`src/rtl/ccg_lut_eval.sv`:
```
// ccg_lut_eval: flop-based truth-table evaluator.
// A 2^NUM_IN x NUM_OUT table is written through the cfg_* port and read
// through a single-entry valid/ready output stage with one cycle of latency.
// Optional exhaustive sweep of all table rows, built only when the macro
// CCG_LUT_SWEEP_EN is defined; otherwise sweep_start is ignored and
// sweep_busy/sweep_done are tied low.
//
// state  | meaning
// IDLE   | serving in_valid requests and table writes
// SWEEP  | feeding rows 0..2^NUM_IN-1 into the output stage; requests and writes blocked

module ccg_lut_eval #(
  parameter int NUM_IN  = 3,
  parameter int NUM_OUT = 8,
  parameter int CNT_W   = 16
) (
  input  logic               clk,
  input  logic               rst,
  input  logic               cfg_we,
  input  logic [NUM_IN-1:0]  cfg_addr,
  input  logic [NUM_OUT-1:0] cfg_data,
  output logic               cfg_ready,
  input  logic               in_valid,
  output logic               in_ready,
  input  logic [NUM_IN-1:0]  in_x,
  output logic               out_valid,
  input  logic               out_ready,
  output logic [NUM_IN-1:0]  out_x,
  output logic [NUM_OUT-1:0] out_f,
  input  logic               sweep_start,
  output logic               sweep_busy,
  output logic               sweep_done,
  output logic [CNT_W-1:0]   eval_count
);

  localparam int DEPTH = 1 << NUM_IN;

  logic [NUM_OUT-1:0] r_table [DEPTH];

  logic               r_out_valid;
  logic [NUM_IN-1:0]  r_out_x;
  logic [NUM_OUT-1:0] r_out_f;
  logic [CNT_W-1:0]   r_eval_count;

  logic               w_busy;
  logic               w_done;
  logic               w_sweep_load;
  logic [NUM_IN-1:0]  w_sweep_x;

  logic               w_stage_free;
  logic               w_out_fire;
  logic               w_in_load;
  logic               w_load;
  logic [NUM_IN-1:0]  w_load_x;
  logic               w_cfg_ready;
  logic               w_cfg_wr;

  // Output stage can take a new entry when empty or being drained this cycle.
  assign w_stage_free = !r_out_valid || out_ready;
  assign w_out_fire   = r_out_valid && out_ready;
  assign w_cfg_ready  = !w_busy;
  assign w_cfg_wr     = cfg_we && w_cfg_ready;
  assign w_in_load    = in_valid && !w_busy && w_stage_free;
  assign w_load       = w_in_load || w_sweep_load;
  assign w_load_x     = w_busy ? w_sweep_x : in_x;

`ifdef CCG_LUT_SWEEP_EN
  typedef enum logic {
    ST_IDLE  = 1'b0,
    ST_SWEEP = 1'b1
  } state_t;

  localparam logic [NUM_IN-1:0] LAST_IDX = '1;

  state_t            r_state;
  state_t            w_state_nxt;
  logic [NUM_IN-1:0] r_idx;
  logic [NUM_IN-1:0] w_idx_nxt;

  // Sweep state and row index registers.
  always_ff @(posedge clk) begin
    if (rst) begin
      r_state <= ST_IDLE;
      r_idx   <= '0;
    end else begin
      r_state <= w_state_nxt;
      r_idx   <= w_idx_nxt;
    end
  end

  // Next-state logic; a sweep row is loaded whenever the output stage can take it.
  always_comb begin
    w_state_nxt  = r_state;
    w_idx_nxt    = r_idx;
    w_sweep_load = 1'b0;
    w_done       = 1'b0;
    case (r_state)
      ST_IDLE: begin
        if (sweep_start) begin
          w_state_nxt = ST_SWEEP;
          w_idx_nxt   = '0;
        end
      end
      ST_SWEEP: begin
        if (w_stage_free) begin
          w_sweep_load = 1'b1;
          w_idx_nxt    = r_idx + NUM_IN'(1);
          if (r_idx == LAST_IDX) begin
            w_state_nxt = ST_IDLE;
            w_done      = 1'b1;
          end
        end
      end
      default: begin
        w_state_nxt = ST_IDLE;
      end
    endcase
  end

  assign w_busy    = (r_state == ST_SWEEP);
  assign w_sweep_x = r_idx;
`else
  logic w_unused_sweep_start;

  assign w_busy               = 1'b0;
  assign w_done               = 1'b0;
  assign w_sweep_load         = 1'b0;
  assign w_sweep_x            = '0;
  assign w_unused_sweep_start = sweep_start;
`endif

  // Truth-table storage; a write never affects a read launched in the same cycle.
  always_ff @(posedge clk) begin
    if (rst) begin
      for (int i = 0; i < DEPTH; i++) begin
        r_table[i] <= '0;
      end
    end else if (w_cfg_wr) begin
      r_table[cfg_addr] <= cfg_data;
    end
  end

  // Single-entry output stage: load wins over drain so back-to-back results stream.
  always_ff @(posedge clk) begin
    if (rst) begin
      r_out_valid <= 1'b0;
      r_out_x     <= '0;
      r_out_f     <= '0;
    end else if (w_load) begin
      r_out_valid <= 1'b1;
      r_out_x     <= w_load_x;
      r_out_f     <= r_table[w_load_x];
    end else if (w_out_fire) begin
      r_out_valid <= 1'b0;
    end
  end

  // Completed-handshake counter, saturating at all-ones.
  always_ff @(posedge clk) begin
    if (rst) begin
      r_eval_count <= '0;
    end else if (w_out_fire && (r_eval_count != '1)) begin
      r_eval_count <= r_eval_count + CNT_W'(1);
    end
  end

  assign cfg_ready  = w_cfg_ready;
  assign in_ready   = !w_busy && w_stage_free;
  assign out_valid  = r_out_valid;
  assign out_x      = r_out_x;
  assign out_f      = r_out_f;
  assign sweep_busy = w_busy;
  // A reset in the final sweep cycle aborts the sweep, so no completion pulse.
  assign sweep_done = w_done && !rst;
  assign eval_count = r_eval_count;

endmodule
```
`config.mk`:
```
export PLATFORM = sky130hd
export DESIGN_NAME = ccg_lut_eval
export DESIGN_NICKNAME = d
export VERILOG_FILES = /design/src/rtl/ccg_lut_eval.sv
export SDC_FILE = /design/constraint.sdc
export NUM_CORES = 1
export LEC_CHECK = 0
export BUFFER_PORTS_ARGS = -buffer_cell sky130_fd_sc_hd__buf_2
export CAP_MARGIN = 20
export CELL_PAD_IN_SITES_DETAIL_PLACEMENT = 2
export CELL_PAD_IN_SITES_GLOBAL_PLACEMENT = 2
export CORE_ASPECT_RATIO = 2
export CORE_UTILIZATION = 39
export CTS_CLUSTER_DIAMETER = 150
export CTS_CLUSTER_SIZE = 40
export DETAILED_ROUTE_END_ITERATION = 6
export GPL_TIMING_DRIVEN = 0
export PLACE_DENSITY_LB_ADDON = 0.3
export SYNTH_ARGS = -nofsm -noshare
export SYNTH_HDL_FRONTEND = slang
export SYNTH_SLANG_ARGS = --single-unit
```
`constraint.sdc`:
```
create_clock -name clk -period 2.37 [get_ports clk]
set_input_delay 0.237 -clock clk [delete_from_list [all_inputs] [get_ports clk]]
set_output_delay 0.237 -clock clk [all_outputs]
set_load 0.01 [all_outputs]
```
==> flow_metrics.tcl <==
set metrics [dict create \
    io_buffers 44 \
    grt.total_usage_pct 24.2 \
    tns_ns 0 \
    wl_met2_um 7200 \
    drt_pass1_iterations 4 \
    grt_first_pass_wirelength_um 18400 \
    cp.required_ns 2.60 \
    postSynthAreaPerCell_um2 12.8 \
    critical_path.startpoint_type "flop" \
    fin_util_pct 47.1 \
    outcome "complete, no violations" \
    gp_congestion 0.756 \
    min_period_ns 2.18 \
    grt_remaining_overflow 0 \
    min-delay-path-class "in2reg" \
    fin_nets 408 \
    grt_antenna_before_repair 0 \
    post_cts_resized 0 \
    rows 53 \
    pwr-share-seq_pct 49.5 \
    die-area_um2 11100 \
    ys_types 40 \
    cts.sinks 92 \
    final-max-slew-violation-count 0 \
    power_frac_clock_pct 42.7 \
    synth_area_um2 4160 \
    finalHoldViolCount 0 \
    synthCells 326 \
    drive_gt1_share_pct 26.0 \
    die_h_um 148 \
    viasPerCell 5.39 \
    internal-power_mw 2.86 \
    drt_iter0_drc 118 \
    cp-end-kind "flop" \
    ys_seq_elements 92 \
    worstPathArrival_ns 2.41 \
    maxCapViolCount 0 \
    rsz0062_at_grt "false" \
    finalCritPeriodShare_pct 92.1 \
    routed.top_layer "met4" \
    drt_wl_total_um 12100 \
    post_cts_buffers 0 \
    fin_skew_ns 0.00858 \
    layout_commonest_cell "and2_1" \
    fmax_ghz 0.458 \
    fp.coreArea_um2 10400 \
    final_cell_mix "66 x and2_1, 64 x edfxtp_1, 51 x buf_2" \
    grt_start_max_net_pins 17 \
    area_growth_syn_to_layout_pct 17.9 \
    drc 0 \
    ios 52 \
    vias 2849 \
    dr_wl_met3_um 338 \
    tritoncts "built" \
    fillCellCount 1086 \
    grt_pass1_vias 3103 \
    clock-root-buffer "clkbuf_16" \
    clk_pin_slew_ns 0.07 \
    yosysSeqAreaShare_pct 59.7 \
    dpl-instance-area_um2 4580 \
    cts_buffer_depth 2 \
    netSwitchingPower_uw 861 \
    diodes 0 \
    cts_buffers 9 \
    tightest_slew_ns 0.948 \
    relSlewSlack_pct 36.3 \
    ant_nets 0 \
    wl_per_cell_um 22.8 \
    initial_core_util_pct 40.0 \
    m1WireLength_um 4240 \
    crit_fanout 8 \
    die_w_um 75.0 \
    power_frac_comb_pct 7.8 \
    htree_levels 3 \
    reg2reg_setup_slack_ns 0.19 \
    ctsHoldBuffers 0 \
    stdcell_area_um2 4910 \
    synth_warnings 0 \
    setup.worst_path.class "reg2reg" \
    switching_share_pct 23.1 \
    clock_latency_ns 0.34 \
    dp_hpwl_um 8680 \
    p_per_area_nw_per_um2 758 \
    finalSetupViolCount 0 \
    p_leak_nw 1.82 \
    vdd_drop_max_mv 0.472 \
]
-- Yosys cell counts --
cell	count	share of area, %
mux4_2	16	8.7
a211oi_1	6	1.1
buf_2	3	0.36
dfxtp_1	28	13
a311oi_1	1	0.21
or4_2	1	0.21
or4_1	3	0.54
nand4_1	7	1.1
clkbuf_1	6	0.54
nor2b_1	3	0.45
mux2i_1	10	2.4
clkbuf_8	1	0.33
nand3_1	3	0.36
inv_1	3	0.27
ha_1	1	0.30
and3_2	2	0.36
nor2_1	20	1.8
buf_1	1	0.090
nand2b_1	3	0.45
nor4_1	3	0.45
or2_2	4	0.60
nand3b_1	1	0.18
o41ai_1	1	0.21
nor4b_1	1	0.21
mux2_2	4	1.1
o21ai_0	12	1.4
nand2_1	17	1.5
nor4_2	1	0.30
nor3_2	1	0.24
or2_0	1	0.15
or3_1	2	0.30
o31ai_1	4	0.72
o311ai_0	1	0.21
conb_1	2	0.18
buf_4	4	0.72
and4_2	1	0.24
a21oi_1	15	1.8
edfxtp_1	64	46
and2_1	66	9.9
nor3_1	3	0.36
-- final cells by class --
cell class                      instances  area, µm²  area share, %
Sequential cell                        92       2480           50.6
Multi-Input combinational cell        217       1590           32.3
Timing Repair Buffer                   49        248           5.05
Clock buffer                           10        229           4.67
Tap cell                              137        171           3.49
Clock inverter                          6       93.8           1.91
Buffer                                 15       85.1           1.73
Inverter                                3       11.3          0.229
-- final timing paths --
kind,start,endpoint,cells past startpoint
worst max-delay path,eval_count[0],eval_count[14],6
worst min-delay path,in_valid,out_valid,3
worst max register to register,eval_count[0],eval_count[14],6
worst min register to register,out_x[0],out_x[0],2
-- through the flow --
step	setup WS [ns]	cells	hold WS, ns	total power [mW]
6_report	0.187	529	0.147	3.72
3_5_place_dp	-0.0335	512	0.464	2.17
3_3_place_gp	0.00192	508	0.450	2.14
4_1_cts	0.157	528	0.141	3.75
5_1_grt	0.102	529	0.173	3.85
2_1_floorplan	0.486	327	0.366	2.03
-- power groups by stage --
stage	Sequential [mW]	Combinational, mW	Clock (mW)
after global placement	1.86	0.277	0
after global routing	1.85	0.316	1.69
after CTS	1.84	0.299	1.61
after detailed placement	1.87	0.294	0
final	1.84	0.291	1.59
after floorplan	1.87	0.162	0
-- logic make-up after synthesis --
kind of cell | count (synthesis) | share of synthesized area [%]
AOI/OAI and AO/OA | 40 | 5.68
other | 2 | 0.180
muxes | 30 | 12.1
adders and majority gates | 1 | 0.301
buffers and inverters | 18 | 2.31
DFF | 92 | 59.7
and+or+nand+nor | 143 | 19.7
-- layer usage --
| layer | vias up | track usage (%) |
|---|---|---|
| met5 | - | 0 |
| met4 | 0 | 10.5 |
| met3 | 14 | 3.18 |
| met2 | 63 | 45.8 |
| met1 | 1449 | 25.3 |
| li1 | 1323 | - |
-- worst max-delay path, cell delays in order (launching register included) --
cell	delay (ns)
dfxtp_1	0.39
ha_1	0.27
nand3_1	0.17
or2_0	0.24
clkbuf_1	0.20
nor4b_1	0.43
mux2_2	0.38
-- flip-flops by register name, summed over array words and instances, names as in the netlist --
name	cells
eval_count	16
out_f	8
out_valid	1
out_x	3
r_table	64
Power figures use the tool's default switching activity.
